### src/rtl/rx_mac_hash_calc_mc.sv
// rx_mac_hash_calc_mc: multi-channel CRC-16 key hasher for the rx port manager.
// Each channel assembles a KEY_BYTES byte-serial key (soc/eoc framed), hashes it
// with a runtime-programmable CRC-16 poly/seed, and emits the key plus folded hash.
// Ports:
//   i_clk, i_rst (async, active-low)
//   i_hash_poly_regs / i_hash_init_val_regs / i_hash_regs_vld : config, latched into shadow
//   i_data[NCH*8], i_data_vld/i_soc/i_eoc[NCH]                : per-channel key byte streams
//   o_hash_key[NCH*CWIDTH], o_key[NCH*8*KEY_BYTES]            : per-channel result, held
//   o_vld[NCH], o_err[NCH]                                    : 1-cycle result / malformed strobes
module rx_mac_hash_calc_mc #(
  parameter int unsigned NCH       = 2,
  parameter int unsigned KEY_BYTES = 6,
  parameter int unsigned CWIDTH    = 12,
  parameter int unsigned FOLD_EN   = 1
) (
  input  logic                          i_clk,
  input  logic                          i_rst,
  input  logic [15:0]                   i_hash_poly_regs,
  input  logic [15:0]                   i_hash_init_val_regs,
  input  logic                          i_hash_regs_vld,
  input  logic [NCH*8-1:0]              i_data,
  input  logic [NCH-1:0]                i_data_vld,
  input  logic [NCH-1:0]                i_soc,
  input  logic [NCH-1:0]                i_eoc,
  output logic [NCH*CWIDTH-1:0]         o_hash_key,
  output logic [NCH*8*KEY_BYTES-1:0]    o_key,
  output logic [NCH-1:0]                o_vld,
  output logic [NCH-1:0]                o_err
);

  localparam int unsigned KW    = 8 * KEY_BYTES;
  localparam int unsigned CNT_W = $clog2(KEY_BYTES + 1);
  localparam logic [15:0] POLY_RST = 16'h1021;
  localparam logic [15:0] INIT_RST = 16'hFFFF;

  typedef enum logic {S_IDLE = 1'b0, S_ACC = 1'b1} state_e;

  // One CRC byte step, MSB of the byte first.
  function automatic logic [15:0] crc_step(input logic [15:0] crc, input logic [7:0] b,
                                           input logic [15:0] poly);
    logic [15:0] c;
    logic        fb;
    c = crc;
    for (int i = 7; i >= 0; i--) begin
      fb = c[15] ^ b[i];
      c  = {c[14:0], 1'b0} ^ (fb ? poly : 16'h0000);
    end
    return c;
  endfunction

  function automatic logic [CWIDTH-1:0] fold_crc(input logic [15:0] crc);
    if (FOLD_EN != 0) return CWIDTH'(crc) ^ CWIDTH'(crc >> CWIDTH);
    return CWIDTH'(crc);
  endfunction

  logic [15:0] sh_poly_q, sh_init_q;
  logic [15:0] eff_poly_c, eff_init_c;

  // A strobe coinciding with soc must already be visible to that soc.
  assign eff_poly_c = i_hash_regs_vld ? i_hash_poly_regs     : sh_poly_q;
  assign eff_init_c = i_hash_regs_vld ? i_hash_init_val_regs : sh_init_q;

  // Shared shadow config.
  always_ff @(posedge i_clk or negedge i_rst) begin
    if (!i_rst) begin
      sh_poly_q <= POLY_RST;
      sh_init_q <= INIT_RST;
    end else if (i_hash_regs_vld) begin
      sh_poly_q <= i_hash_poly_regs;
      sh_init_q <= i_hash_init_val_regs;
    end
  end

  for (genvar c = 0; c < NCH; c++) begin : g_ch
    state_e              state_q, state_d;
    logic [CNT_W-1:0]    cnt_q, cnt_d;
    logic [15:0]         crc_q, crc_d;
    logic [KW-1:0]       key_q, key_d;
    logic [15:0]         poly_q, poly_d, init_q, init_d;
    logic [CWIDTH-1:0]   hash_q, hash_d;
    logic [KW-1:0]       okey_q, okey_d;
    logic                vld_q, vld_d, err_q, err_d;

    logic [7:0]          byte_c;
    logic                beat_c, soc_c, eoc_c, last_c;
    logic [15:0]         crc_soc_c, crc_acc_c;
    logic [KW-1:0]       key_soc_c, key_acc_c;

    assign byte_c    = i_data[8*c +: 8];
    assign beat_c    = i_data_vld[c];
    assign soc_c     = i_soc[c];
    assign eoc_c     = i_eoc[c];
    // This beat is the KEY_BYTES-th byte of the key in flight.
    assign last_c    = (32'(cnt_q) + 32'd1) == KEY_BYTES;
    assign crc_soc_c = crc_step(eff_init_c, byte_c, eff_poly_c);
    assign crc_acc_c = crc_step(crc_q, byte_c, poly_q);
    assign key_soc_c = KW'(byte_c);
    assign key_acc_c = KW'({key_q, byte_c});

    // State register.
    always_ff @(posedge i_clk or negedge i_rst) begin
      if (!i_rst) state_q <= S_IDLE;
      else        state_q <= state_d;
    end

    // Next state.
    always_comb begin
      state_d = state_q;
      if (beat_c) begin
        if (soc_c)                                   state_d = eoc_c ? S_IDLE : S_ACC;
        else if (state_q == S_ACC && (eoc_c || last_c)) state_d = S_IDLE;
      end
    end

    // Datapath and result next values; an aborting soc reports err and restarts.
    always_comb begin
      cnt_d  = cnt_q;
      crc_d  = crc_q;
      key_d  = key_q;
      poly_d = poly_q;
      init_d = init_q;
      hash_d = hash_q;
      okey_d = okey_q;
      vld_d  = 1'b0;
      err_d  = 1'b0;
      if (beat_c) begin
        if (soc_c) begin
          poly_d = eff_poly_c;
          init_d = eff_init_c;
          crc_d  = crc_soc_c;
          key_d  = key_soc_c;
          cnt_d  = CNT_W'(1);
          if (eoc_c) begin
            if (KEY_BYTES == 32'd1) begin
              hash_d = fold_crc(crc_soc_c);
              okey_d = key_soc_c;
              vld_d  = 1'b1;
            end else begin
              err_d  = 1'b1;
            end
          end else if (state_q == S_ACC) begin
            err_d = 1'b1;
          end
        end else if (state_q == S_ACC) begin
          crc_d = crc_acc_c;
          key_d = key_acc_c;
          cnt_d = cnt_q + CNT_W'(1);
          if (eoc_c && last_c) begin
            hash_d = fold_crc(crc_acc_c);
            okey_d = key_acc_c;
            vld_d  = 1'b1;
          end else if (eoc_c || last_c) begin
            err_d  = 1'b1;
          end
        end
      end
    end

    // Datapath registers.
    always_ff @(posedge i_clk or negedge i_rst) begin
      if (!i_rst) begin
        cnt_q  <= '0;
        crc_q  <= '0;
        key_q  <= '0;
        poly_q <= POLY_RST;
        init_q <= INIT_RST;
        hash_q <= '0;
        okey_q <= '0;
        vld_q  <= 1'b0;
        err_q  <= 1'b0;
      end else begin
        cnt_q  <= cnt_d;
        crc_q  <= crc_d;
        key_q  <= key_d;
        poly_q <= poly_d;
        init_q <= init_d;
        hash_q <= hash_d;
        okey_q <= okey_d;
        vld_q  <= vld_d;
        err_q  <= err_d;
      end
    end

    assign o_hash_key[c*CWIDTH +: CWIDTH] = hash_q;
    assign o_key[c*KW +: KW]              = okey_q;
    assign o_vld[c]                       = vld_q;
    assign o_err[c]                       = err_q;
  end

endmodule

### config.mk
export PLATFORM = sky130hd
export DESIGN_NAME = rx_mac_hash_calc_mc
export DESIGN_NICKNAME = d
export VERILOG_FILES = /design/src/rtl/rx_mac_hash_calc_mc.sv
export SDC_FILE = /design/constraint.sdc
export NUM_CORES = 1
export LEC_CHECK = 0
export ABC_AREA = 1
export ABC_CLOCK_PERIOD_IN_PS = 6120
export BUFFER_PORTS_ARGS = -buffer_cell sky130_fd_sc_hd__buf_2
export CAP_MARGIN = 20
export CORE_ASPECT_RATIO = 0.5
export CORE_MARGIN = 4
export CORE_UTILIZATION = 49
export DETAILED_ROUTE_END_ITERATION = 16
export HOLD_SLACK_MARGIN = 0.1
export PLACE_DENSITY_LB_ADDON = 0.15
export SLEW_MARGIN = 20
export SYNTH_ARGS = -nofsm -noshare
export SYNTH_HDL_FRONTEND = slang
export SYNTH_SLANG_ARGS = --single-unit
### constraint.sdc
create_clock -name i_clk -period 6.12 [get_ports i_clk]
set_clock_uncertainty 0.2 [all_clocks]
set_input_delay 1.224 -clock i_clk [delete_from_list [all_inputs] [get_ports i_clk]]
set_output_delay 1.224 -clock i_clk [all_outputs]
set_load 0.005 [all_outputs]
---- Yosys cells after proc, flatten, opt, wreduce, memory -nomap -nowiden ----
Index checks and enable logic that the tools add are counted.
cells by class
  $add $sub $neg .......................... 4
  multipliers ............................. 0
  divide/modulo/power cells ............... 0
  order comparisons ....................... 0
  eq/ne operators ......................... 2
  shift-type cells ........................ 0
  multiplexer cells ....................... 84
  bitwise operators ....................... 68
  reduce and logical (&&, ||, !) cells .... 18
operator list
  kind                 number
  $mux 16              38
  $xor 16x16->16       32
  $mux 40              4
  $mux 1               36
  $xor 1x1->1          32
  $mux 12              2
  $xor 12x4->12        2
  $mux 3               4
  $reduce_and 2->1     6
  $add 3x1->4 const B  2
  $eq 4x3->1 const B   2
  $reduce_and 4->1     2
  $reduce_bool 2->1    4
  $add 3x1->3 const B  2
  $logic_and 1x1->1    4
  $logic_or 1x1->1     2
  $not 1->1            2
storage, ports and cells
  bits in registers ....................... 308
  latch bits .............................. 0
  RAM bits ................................ 0
  bits in read-only memories .............. 0
  bits of input ports ..................... 57
  output and inout bits ................... 124
  logic and storage cells ................. 196
  memories ................................ 0

---- Longest topological paths before layout ----
Gate-level depths: netlist (run 1).
  depth after elaboration ................. 26
  mapped depth ............................ 34
  mapped depth without buffers ............ 32

---- Least setup slack after synthesis (run 1) ----
No wires, ideal clock.
  kind .................................... in2reg
  from .................................... input i_hash_regs_vld
  to ...................................... register g_ch[0].crc_q[12]
  library setup time ...................... 117 ps
  arrival ................................. 3732 ps
  data required time ...................... 5803 ps
  slack ................................... 2071 ps
  cell stages on the path ................. 27
  path buffers ............................ 5
  cells stage by stage .................... buf_4 > inv_8 > buf_6 > nand2_1 > nand2_2 > buf_4 > nand2_1 > nand2_1 > nand2_1 > xnor2_1 > nand2_2 > nand3_1 > inv_2 > nand2_2 > buf_2 > nand3_1 > xor2_1 > nand2_1 > nand2_2 > inv_2 > nand2_1 > nand2_4 > buf_6 > nand3_1 > nand3_1 > nand2_1 > nand2_1
between the ends
  longest elaborated chain between the ends .. 26
  elaborated cells on any way between the ends .. 27
  those cells by class .................... mux (11); bitwise (16)
RTL lines
  element               RTL line  text
  start, declared       20        input logic i_hash_regs_vld,
  $mux 16               n/a
  $xor 1x1->1           45        fb = c[15] ^ b[i];
  $mux 16               46        c = {c[14:0], 1'b0} ^ (fb ? poly : 16'h0000);
  $xor 16x16->16        46
  $xor 1x1->1           45
  $mux 16               46
  $xor 16x16->16        46
  $xor 1x1->1           45
  [... 10 more ...]     n/a
  $xor 16x16->16        46
  $xor 1x1->1           45
  $mux 16               46
  $xor 16x16->16        46
  $xor 1x1->1           45
  $mux 16               46
  $xor 16x16->16 *      46
  $mux 16 *             127       if (soc_c) begin
  end signal, assigned  173       crc_q <= crc_d;
  end, declared         77        logic [15:0] crc_q, crc_d;
Every way passes the cells marked *; elsewhere a longest branch is shown, timed or not.
A chain may end at the register's enable or synchronous reset.

---- Worst setup path after layout (run 1) ----
  from .................................... input i_hash_regs_vld
  to ...................................... register g_ch[1].crc_q[15]
between the ends
  longest elaborated chain between the ends .. 26
  elaborated cells on any way between the ends .. 27
  those cells by class .................... mux (11); bitwise (16)
RTL lines
  element               RTL line
  $mux 16               n/a
  $xor 1x1->1           45
  $mux 16               46
  $xor 16x16->16        46
  $xor 1x1->1           45
  $mux 16               46
  $xor 16x16->16        46
  $xor 1x1->1           45
  [... 10 more ...]     n/a
  $xor 16x16->16        46
  $xor 1x1->1           45
  $mux 16               46
  $xor 16x16->16        46
  $xor 1x1->1           45
  $mux 16               46
  $xor 16x16->16 *      46
  $mux 16 *             127
  end signal, assigned  173
  end, declared         77
Marks and branches as above.

==> results of run 1 <==
==> path summary, 6_finish.rpt <==
path,start,depth (start not counted),endpoint,slack (ns)
hold / removal,g_ch[1].okey_q[39]$_DFFE_PN0P_,2,g_ch[1].okey_q[39]$_DFFE_PN0P_,0.28
setup reg to reg,sh_init_q[15]$_DFF_PN1_,26,g_ch[1].crc_q[15]$_DFFE_PN0P_,1.59
max in group asynchronous,i_rst,2,g_ch[1].cnt_q[2]$_DFFE_PN0P_,4.09
min in group asynchronous,i_rst,1,g_ch[0].vld_q$_DFF_PN0_,0.37
setup / recovery,i_hash_regs_vld,28,g_ch[1].crc_q[15]$_DFFE_PN0P_,0.98
hold reg to reg,g_ch[1].okey_q[39]$_DFFE_PN0P_,2,g_ch[1].okey_q[39]$_DFFE_PN0P_,0.28
==> worst max-delay path: cells and delay by family <==
family / cells / cell delay (ns)
AO/OA/AOI/OAI: 1 / 0.23
buffers and inverters: 5 / 0.82
AND/OR/NAND/NOR: 22 / 3.18
==> registers in the layout, summed over array words and instances, names as in the netlist <==
name and count:
g_ch.okey_q 96, g_ch.hash_q 24, g_ch.key_q 80, g_ch.err_q 2
sh_poly_q 16, g_ch.state_q 2, g_ch.vld_q 2, sh_init_q 16
g_ch.crc_q 32, g_ch.cnt_q 6, g_ch.poly_q 32
==> logic make-up after synthesis <==
| group | count (synthesis) | synth area share (%) |
|---|---|---|
| AOI/OAI and AO/OA | 293 | 7.02 |
| xor gates and xnor gates | 278 | 10.5 |
| adders and majority gates | 8 | 0.433 |
| buffers and inverters | 613 | 10.8 |
| DFF | 308 | 33.5 |
| and+or+nand+nor | 1992 | 37.7 |
==> Yosys cell counts, types with 5 or more instances <==
library cell / n / area [sq um]
sky130_fd_sc_hd__buf_1: 9 / 33.8
sky130_fd_sc_hd__o21ai_0: 182 / 911
sky130_fd_sc_hd__a31oi_1: 20 / 125
sky130_fd_sc_hd__xor2_1: 110 / 963
sky130_fd_sc_hd__buf_6: 6 / 67.6
sky130_fd_sc_hd__nand2b_1: 5 / 31.3
sky130_fd_sc_hd__xnor2_1: 168 / 1470
sky130_fd_sc_hd__or2_2: 9 / 56.3
sky130_fd_sc_hd__dfstp_2: 25 / 657
sky130_fd_sc_hd__nand3_4: 5 / 87.6
sky130_fd_sc_hd__nand3b_1: 9 / 67.6
sky130_fd_sc_hd__ha_1: 8 / 100
sky130_fd_sc_hd__o21ai_1: 7 / 35.0
sky130_fd_sc_hd__clkinv_1: 13 / 48.8
sky130_fd_sc_hd__dfrtp_1: 283 / 7080
sky130_fd_sc_hd__nand2_4: 9 / 101
sky130_fd_sc_hd__o21bai_1: 7 / 52.6
sky130_fd_sc_hd__nor2_1: 247 / 927
sky130_fd_sc_hd__buf_4: 14 / 105
sky130_fd_sc_hd__nand3_2: 28 / 280
sky130_fd_sc_hd__nor2_4: 9 / 101
sky130_fd_sc_hd__buf_2: 67 / 335
sky130_fd_sc_hd__nand4_1: 9 / 56.3
sky130_fd_sc_hd__inv_1: 367 / 1380
sky130_fd_sc_hd__nor2_2: 13 / 81.3
sky130_fd_sc_hd__nand2_2: 50 / 313
sky130_fd_sc_hd__nand2_1: 1139 / 4280
sky130_fd_sc_hd__inv_2: 52 / 195
sky130_fd_sc_hd__nand3_1: 453 / 2270
sky130_fd_sc_hd__o211ai_1: 6 / 45.0
sky130_fd_sc_hd__o22ai_1: 66 / 413
sky130_fd_sc_hd__clkbuf_1: 84 / 315
==> stage by stage <==
stage | util [%] | hold WS, ns
floorplan | - | 0.253
global placement | 53.0 | 0.261
detailed placement | 53.0 | 0.268
CTS | 55.2 | 0.284
global route | 55.3 | 0.302
finish | 55.3 | 0.279
==> layer usage <==
metal,wire length [um],up-vias
met1,32600,10400
met3,3780,78
met5,0,-
met4,1430,0
li1,-,11000
met2,30000,672
==> layout make-up <==
cell class,instances,share of cell area (%)
repair buffers,229,5.16
clock inverters,17,0.828
clock buffers,37,3.22
well taps,627,3.09
inverters,433,6.43
flip-flops and latches,308,30.5
multi-input cells,2571,50.8
==> power breakdown <==
group          leakage, nW  internal (mW)  switching (mW)  total, mW
Combinational         9.19           3.09            5.63       8.72
Sequential            4.01           2.38           0.313       2.70
Clock                0.492           1.09           0.909       2.00
Total                 13.7           6.56            6.85       13.4
==> results.yml, run 1 <==
outcome:
  run_status: "completed"
routing:
  via_count: 22200
  vias_per_cell: 5.26
  finalWirelength_um: 67800
  routed_wire_length_per_instance_um: 16.1
  detail_route.first_pass.iterations: 6
  drt.antenna.violating_nets: 0
  drt_iter0_drc: 2033
  drt_drc_violations_left: 0
global_routing:
  grt_overflow: 0
  track_usage_pct: 26.3
  global_routing_s_busiest_layer: "met2"
  groute.layer.met1.usage_pct: 38.8
  initial_antenna_violation_count: 0
  met2_usage_pct: 42.2
  grt_start_max_net_pins: 129
  grt_first_pass_wirelength_um: 111000
  global_route.usage.met3_pct: 2.73
  grt_pass1_vias: 20500
logic_synthesis:
  ys_ff_latch: 308
  synthesis.area_per_instance_sq_um: 6.62
  yosysWarnings: 0
  synth_nets: 3557
  number_of_enable_flip_flop_cells_after_synthesis: 0
  synth_cell_types: 40
  synth.cell_area_sq_mm: 0.0231
  proportion_of_register_bits_with_asynchronous_set_or_reset_after_synthesis_pct: 100
  synth_flop_cell: "sky130_fd_sc_hd__dfrtp_1"
  seq_area_frac_synth_pct: 33.5
  synthesis.instances: 3492
critical_path:
  worst-path-max-fanout: 34
  timing.critical_path.from_type: "primary input"
  worst_setup_path_end_kind: "flip-flop"
  slowest_cell_on_the_critical_path: "sky130_fd_sc_hd__nand2_1"
  worst_path_most_repeated_cell: "sky130_fd_sc_hd__nand2_1"
  cp.arrival_ns: 5.46
  worst_path_largest_cell_delay_ns: 0.30
  crit_required_ns: 6.44
  timing_worst_setup_path_type: "in -> reg"
run:
  timing.max_cap.violations: 0
die:
  fp.dieW_um: 315
  fp.dieArea_sq_mm: 0.0509
  fp-row-count: 55
  start_util_pct: 50.3
  io_pins: 181
  die_height_um: 162
  floorplan.core_area_sq_mm: 0.0459
clock_network:
  clock_tree.htree_level_count: 1
  clock-sinks: 308
  number_of_buffers_inserted_during_clock_tree_synthesis: 30
  worst_skew_pair.late_latency_ns: 0.59
  max-clock-path-buffers: 3
  cts-root-buf: "sky130_fd_sc_hd__clkbuf_16"
  postCtsHoldBufs: 0
  clk_pin_slew_ns: 0.07
  tritoncts_clock_tree: "built"
  cts_setup_buffers: 0
  cts_repair_resize_count: 0
sta:
  finalHoldViolations: 0
  maxSlewViolCount: 0
  achievable-frequency_mhz: 194
  share_of_the_clock_period_used_by_the_worst_path_pct: 84.0
  setup-violations-final: 0
  layout_setup_ws_ns: 0.978
  timing.setup.tns_ns: 0
  grt_setup_unrepaired: "no"
  relSlewSlack_pct: 33.9
  worstMarginPinSlew_ns: 0.985
  finalCriticalPeriod_ns: 5.14
power:
  power_density_mw_per_mm2: 529
  vdd.ir_drop.worst_v: 0.000687
  cellLeakagePower_nw: 13.7
  design_power_total_mw: 13.4
cells_and_area:
  antenna_cells: 0
  layout.cells.most_common_list: "1137 x sky130_fd_sc_hd__nand2_1, 453 x sky130_fd_sc_hd__nand3_1, 367 x sky130_fd_sc_hd__inv_1, 283 x sky130_fd_sc_hd__dfrtp_1, 245 x sky130_fd_sc_hd__nor2_1"
  final_layout_size_suffix_gt1_share_pct: 13.6
  area_delta_synth_final_pct: 9.84
  multiInputGateArea_sq_mm: 0.0129
  layout.nets: 3638
  layout.cells.most_common: "sky130_fd_sc_hd__nand2_1"
  final_cell_count_no_fill: 4222
  filler_cells: 4561
  post-route-cell-area_sq_mm: 0.0254
  ff_latch_area_sq_mm: 0.00774
hold_path:
  hold_path_class: "reg -> reg"
place:
  place.detailed.hpwl_um: 49700
  routabilityCongestion: 0.878
  preCtsSetupSlack_ns: 0.425
  portBuffers: 180
  place_area_sq_mm: 0.0243
  number_of_placed_instances_with_taps_included: 4167
No activity file was read; power rests on OpenSTA's default activity.
==> inputs of run 2 (changes only) <==
Settings changed: ABC_AREA 1 to 0, ABC_CLOCK_PERIOD_IN_PS 6120 to 5350.
Clock period 6.12 ns to 5.35 ns, I/O delays scaled along.
==> results.yml, run 2 <==
outcome:
  run_status: "completed"
die:
  die_height_um: 156
  start_util_pct: 50.5
  fp.dieArea_sq_mm: 0.0475
  fp.dieW_um: 304
  fp-row-count: 53
  floorplan.core_area_sq_mm: 0.0426
  io_pins: 181
sta:
  relSlewSlack_pct: 39.6
  setup-violations-final: 0
  timing.setup.tns_ns: 0
  achievable-frequency_mhz: 198
  finalCriticalPeriod_ns: 5.05
  grt_setup_unrepaired: "no"
  maxSlewViolCount: 0
  finalHoldViolations: 0
  share_of_the_clock_period_used_by_the_worst_path_pct: 94.4
  worstMarginPinSlew_ns: 0.903
global_routing:
  global_route.usage.met3_pct: 2.73
  groute.layer.met1.usage_pct: 35.6
  initial_antenna_violation_count: 2
  grt_overflow: 0
  grt_pass1_vias: 17600
  grt_start_max_net_pins: 92
  grt_first_pass_wirelength_um: 96700
  global_routing_s_busiest_layer: "met2"
  met2_usage_pct: 40.4
  track_usage_pct: 24.6
clock_network:
  number_of_buffers_inserted_during_clock_tree_synthesis: 30
  clock-sinks: 308
  clk_pin_slew_ns: 0.06
  worst_skew_pair.late_latency_ns: 0.58
  max-clock-path-buffers: 3
  cts_repair_resize_count: 0
  cts-root-buf: "sky130_fd_sc_hd__clkbuf_16"
  cts_setup_buffers: 0
  postCtsHoldBufs: 0
  clock_tree.htree_level_count: 1
  tritoncts_clock_tree: "built"
cells_and_area:
  final_layout_size_suffix_gt1_share_pct: 24.5
  layout.cells.most_common: "sky130_fd_sc_hd__nand2_1"
  ff_latch_area_sq_mm: 0.00774
  layout.nets: 2761
  area_delta_synth_final_pct: 18.9
  filler_cells: 3751
  largest_register: "g_ch.okey_q"
  largest_registers: "g_ch.okey_q x96, g_ch.key_q x80"
  largest_register_ffs: 96
  layout.cells.most_common_list: "390 x sky130_fd_sc_hd__nand2_1, 380 x sky130_fd_sc_hd__xnor2_1, 283 x sky130_fd_sc_hd__dfrtp_1, 251 x sky130_fd_sc_hd__buf_4, 188 x sky130_fd_sc_hd__nor2_1"
  fin_util_pct: 60.0
  multiInputGateArea_sq_mm: 0.0129
critical_path:
  crit_required_ns: 5.62
  worst_setup_path_endpoint: "g_ch[1].crc_q[4]$_DFFE_PN0P_"
  worst_setup_path_startpoint: "i_hash_regs_vld"
  worst_setup_path_end_kind: "flip-flop"
  r2r_start: "sh_init_q[15]$_DFF_PN1_"
  rrSetupSlack_ns: 0.57
  cp.arrival_ns: 5.32
  worst_r2r_path_depth: 16
  worst-path-max-fanout: 16
  timing_worst_setup_path_type: "in -> reg"
  worstReg2RegEnd: "g_ch[1].crc_q[4]$_DFFE_PN0P_"
  timing.critical_path.from_type: "primary input"
logic_synthesis:
  proportion_of_register_bits_with_asynchronous_set_or_reset_after_synthesis_pct: 100
  synth.cell_area_sq_mm: 0.0215
  synthTopCellsByArea: "sky130_fd_sc_hd__dfrtp_1 33%, sky130_fd_sc_hd__xnor2_1 15%, sky130_fd_sc_hd__nand2_1 6.8%"
  synth.top_cell.area_share_pct: 32.9
  ys_ff_latch: 308
  synthesis.instances: 2402
  yosys-top-cells-count: "392 x sky130_fd_sc_hd__nand2_1, 380 x sky130_fd_sc_hd__xnor2_1, 283 x sky130_fd_sc_hd__dfrtp_1, 190 x sky130_fd_sc_hd__nor2_1, 153 x sky130_fd_sc_hd__clkbuf_1"
  synthesis.area_per_instance_sq_um: 8.96
  synth_nets: 2467
  number_of_enable_flip_flop_cells_after_synthesis: 0
  synth.most_common_cell: "sky130_fd_sc_hd__nand2_1"
  seq_area_frac_synth_pct: 36.0
  yosys.area.top_type: "sky130_fd_sc_hd__dfrtp_1"
  synth_flop_cell: "sky130_fd_sc_hd__dfrtp_1"
  yosysWarnings: 0
  synth_cell_types: 92
hold_path:
  hold_path_class: "reg -> reg"
  hold_start: "g_ch[0].hash_q[0]$_DFFE_PN0P_"
routing:
  drt_drc_violations_left: 0
  drt.antenna.violating_nets: 0
  finalWirelength_um: 59200
  via_count: 18200
  routed_wire_length_per_instance_um: 17.9
  detail_route.first_pass.iterations: 5
  drt_iter0_drc: 1370
  vias_per_cell: 5.50
place:
  place.detailed.hpwl_um: 43400
  routabilityCongestion: 0.886
  portBuffers: 180
run:
  timing.max_cap.violations: 0
run 2: worst min path at each step:
stage,to,cells after the start
after floorplan,g_ch[0].key_q[32]$_DFFE_PN0P_,1
after global placement,g_ch[0].hash_q[0]$_DFFE_PN0P_,2
after detailed placement,g_ch[1].hash_q[9]$_DFFE_PN0P_,2
after CTS,g_ch[1].hash_q[9]$_DFFE_PN0P_,2
after global routing,g_ch[1].hash_q[9]$_DFFE_PN0P_,2
final,g_ch[0].hash_q[0]$_DFFE_PN0P_,2
run 2: kinds of logic after synthesis:
family                     after synthesis  synth area share [%]
muxes                                  166                  8.58
and+or+nand+nor                        785                  15.8
buffers and inverters                  237                  4.42
DFF                                    308                  36.0
AOI/OAI and AO/OA                      445                  14.3
adders and majority gates                8                 0.465
xor gates and xnor gates               453                  20.5
run 2: stage by stage:
step | setup slack, ns | hold slack (ns) | instances | area [sq um]
2_1_floorplan | 0.0125 | 0.262 | 2402 | 21500
3_3_place_gp | -0.106 | 0.259 | 3240 | 24600
3_5_place_dp | -0.220 | 0.258 | 3240 | 24600
4_1_cts | 0.368 | 0.281 | 3296 | 25600
5_1_grt | 0.0254 | 0.300 | 3298 | 25600
6_report | 0.299 | 0.275 | 3299 | 25600
run 2: critical path, stage by stage:
cell and delay (ns):
sky130_fd_sc_hd__buf_2 0.23, sky130_fd_sc_hd__mux2i_4 0.35, sky130_fd_sc_hd__buf_4 0.21, sky130_fd_sc_hd__xnor2_2 0.10, sky130_fd_sc_hd__a22oi_1 0.29, sky130_fd_sc_hd__o221ai_1 0.17, sky130_fd_sc_hd__xnor2_1 0.15, sky130_fd_sc_hd__buf_4 0.19
sky130_fd_sc_hd__and3_1 0.20, sky130_fd_sc_hd__or4_1 0.58, sky130_fd_sc_hd__nand2_1 0.13, sky130_fd_sc_hd__a21boi_1 0.21, sky130_fd_sc_hd__nor3_1 0.09, sky130_fd_sc_hd__or3_1 0.43, sky130_fd_sc_hd__buf_12 0.17, sky130_fd_sc_hd__a21oi_1 0.15
sky130_fd_sc_hd__xnor3_1 0.40, sky130_fd_sc_hd__o221ai_1 0.17
run 2: final cells by class:
cell class	count	area share (%)
Clock inverter	15	0.587
Clock buffer	41	3.33
Timing Repair Buffer	441	11.7
Antenna cell	2	0.0196
Multi-Input combinational cell	1857	50.4
Tap cell	577	2.82
Inverter	58	0.851
Sequential cell	308	30.2
run 2: per-layer routing:
layer / wire length, um / part of all wire (%)
met1: 28000 / 47
met2: 27400 / 46
met3: 2830 / 4.8
met4: 1030 / 1.7
met5: 0 / 0
Power of run 2 is left out: the tool's default activity adds up to more than one toggle a clock period on the data nets, which glitch-free logic cannot reach.
==> inputs of run 3 (changes only) <==
Settings changed: RECOVER_POWER from default to 25.
==> results.yml, run 3 (synthesized netlist as in run 2, its figures left out) <==
outcome:
  run_status: "complete, but fails checks"
  violations: "capacitance limit, slew limit"
cells_and_area:
  largest_registers: "g_ch.okey_q x96, g_ch.key_q x80"
  area_delta_synth_final_pct: 18.7
  largest_register: "g_ch.okey_q"
  layout.cells.most_common: "sky130_fd_sc_hd__nand2_1"
  layout.nets: 2761
  final_layout_size_suffix_gt1_share_pct: 24.4
  filler_cells: 3759
  layout.cells.most_common_list: "390 x sky130_fd_sc_hd__nand2_1, 380 x sky130_fd_sc_hd__xnor2_1, 283 x sky130_fd_sc_hd__dfrtp_1, 250 x sky130_fd_sc_hd__buf_4, 188 x sky130_fd_sc_hd__nor2_1"
  final_cell_count_no_fill: 3299
  largest_register_ffs: 96
die:
  fp.dieW_um: 304
  fp.dieArea_sq_mm: 0.0475
  fp-row-count: 53
  die_height_um: 156
  floorplan.core_area_sq_mm: 0.0426
  start_util_pct: 50.5
  io_pins: 181
critical_path:
  worst-path-max-fanout: 16
  timing_worst_setup_path_type: "in -> reg"
  slowest_cell_on_the_critical_path: "sky130_fd_sc_hd__xnor3_1"
  worst_setup_path_startpoint: "i_hash_regs_vld"
  cp.arrival_ns: 5.32
  cells_traversed_along_the_worst_timing_path: "buf_2 -> mux2i_4 -> buf_4 -> xnor2_2 -> a2bb2oi_2 -> a311o_1 -> nor2_1 -> buf_4 -> a21oi_1 -> o21ai_0 -> o31ai_1 -> a221oi_2 -> mux2i_1 -> or3_1 -> buf_12 -> a21oi_1 -> xnor3_1 -> o221ai_1"
  crit_required_ns: 5.62
  worstReg2RegEnd: "g_ch[1].crc_q[4]$_DFFE_PN0P_"
  r2r_start: "sh_init_q[15]$_DFF_PN1_"
  timing.critical_path.from_type: "primary input"
  worst_setup_path_end_kind: "flip-flop"
  worst_path_largest_cell_delay_ns: 0.40
  worst_r2r_path_depth: 16
  rrSetupSlack_ns: 0.55
routing:
  via_count: 18200
  drt_iter0_drc: 1289
  detail_route.first_pass.iterations: 8
  drt_drc_violations_left: 0
  finalWirelength_um: 59200
  vias_per_cell: 5.51
  drt.antenna.violating_nets: 0
  routed_wire_length_per_instance_um: 17.9
sta:
  relSlewSlack_pct: -55.5
  maxSlewViolCount: 176
  grt_setup_unrepaired: "no"
  finalHoldViolations: 0
  achievable-frequency_mhz: 198
  setup-violations-final: 0
  finalCriticalPeriod_ns: 5.06
  worstMarginPinSlew_ns: 2.33
  share_of_the_clock_period_used_by_the_worst_path_pct: 94.5
clock_network:
  number_of_buffers_inserted_during_clock_tree_synthesis: 30
  max-clock-path-buffers: 3
  clk_pin_slew_ns: 0.06
  cts_repair_resize_count: 0
  postCtsHoldBufs: 0
  tritoncts_clock_tree: "built"
  clock-sinks: 308
  cts-root-buf: "sky130_fd_sc_hd__clkbuf_16"
  clock_tree.htree_level_count: 1
  cts_setup_buffers: 0
  worst_skew_pair.late_latency_ns: 0.58
hold_path:
  hold_start: "g_ch[0].hash_q[0]$_DFFE_PN0P_"
  hold_path_depth: 2
  sink_of_the_worst_hold_path: "g_ch[0].hash_q[0]$_DFFE_PN0P_"
  hold_path_class: "reg -> reg"
place:
  number_of_placed_instances_with_taps_included: 3240
  routabilityCongestion: 0.886
  place.detailed.hpwl_um: 43400
  portBuffers: 180
global_routing:
  track_usage_pct: 24.6
  initial_antenna_violation_count: 2
  grt_pass1_vias: 17600
  grt_first_pass_wirelength_um: 96700
  grt_overflow: 0
  grt_start_max_net_pins: 92
run:
  timing.max_cap.violations: 2
run 3: changes by cell type in the layout (fill, tap and decap cells not counted):
cell and delta:
sky130_fd_sc_hd__buf_4 -1, sky130_fd_sc_hd__buf_8 -1, sky130_fd_sc_hd__clkbuf_2 +2, sky130_fd_sc_hd__buf_12 -1, sky130_fd_sc_hd__clkbuf_1 +3, sky130_fd_sc_hd__mux2i_1 +1
sky130_fd_sc_hd__buf_2 -2, sky130_fd_sc_hd__mux2i_2 -1
run 3: worst max path at each step:
stage                                     to  slack, ns  cells after the start
2_1_floorplan  g_ch[1].crc_q[14]$_DFFE_PN0P_       0.01                     18
3_3_place_gp    g_ch[1].crc_q[4]$_DFFE_PN0P_      -0.11                     18
3_5_place_dp    g_ch[1].crc_q[4]$_DFFE_PN0P_      -0.22                     18
4_1_cts         g_ch[0].crc_q[6]$_DFFE_PN0P_       0.37                     20
5_1_grt        g_ch[1].crc_q[15]$_DFFE_PN0P_       0.03                     18
6_report        g_ch[1].crc_q[4]$_DFFE_PN0P_       0.29                     18
run 3: final cells by class:
| cell class | count | area [sq um] | share of cell area [%] |
|---|---|---|---|
| Clock buffer | 41 | 853 | 3.34 |
| Sequential cell | 308 | 7740 | 30.3 |
| Inverter | 58 | 218 | 0.852 |
| Timing Repair Buffer | 441 | 2970 | 11.6 |
| Antenna cell | 2 | 5.00 | 0.0196 |
| Clock inverter | 15 | 150 | 0.588 |
| Multi-Input combinational cell | 1857 | 12900 | 50.5 |
| Tap cell | 577 | 722 | 2.83 |
run 3: critical path: cells and delay by family:
kind	cells	cell delay, ns
AO/OA/AOI/OAI	8	1.62
XOR/XNOR	2	0.55
buffers and inverters	4	0.88
multiplexers	2	0.48
AND/OR/NAND/NOR	2	0.70
run 3: through the flow:
step / utilization, % / hold slack (ns) / instance area, sq um / worst slack (ns) / TNS [ns]
detailed placement: 57.6 / 0.258 / 24600 / -0.220 / -2.94
CTS: 59.9 / 0.281 / 25600 / 0.368 / 0
global route: 59.9 / 0.300 / 25500 / 0.0254 / 0
finish: 59.9 / 0.274 / 25600 / 0.294 / 0
floorplan: - / 0.262 / 21500 / 0.0125 / 0
global placement: 57.6 / 0.259 / 24600 / -0.106 / -0.590
run 3: per-layer routing:
metal,GRT usage (%),part of all wire [%],vias to the layer above
li1,-,-,8833
met1,35.6,47,8839
met2,40.4,46,434
met3,2.73,4.7,77
met4,4.72,1.8,0
met5,0,0,-
Power of run 3 is left out for the same reason.
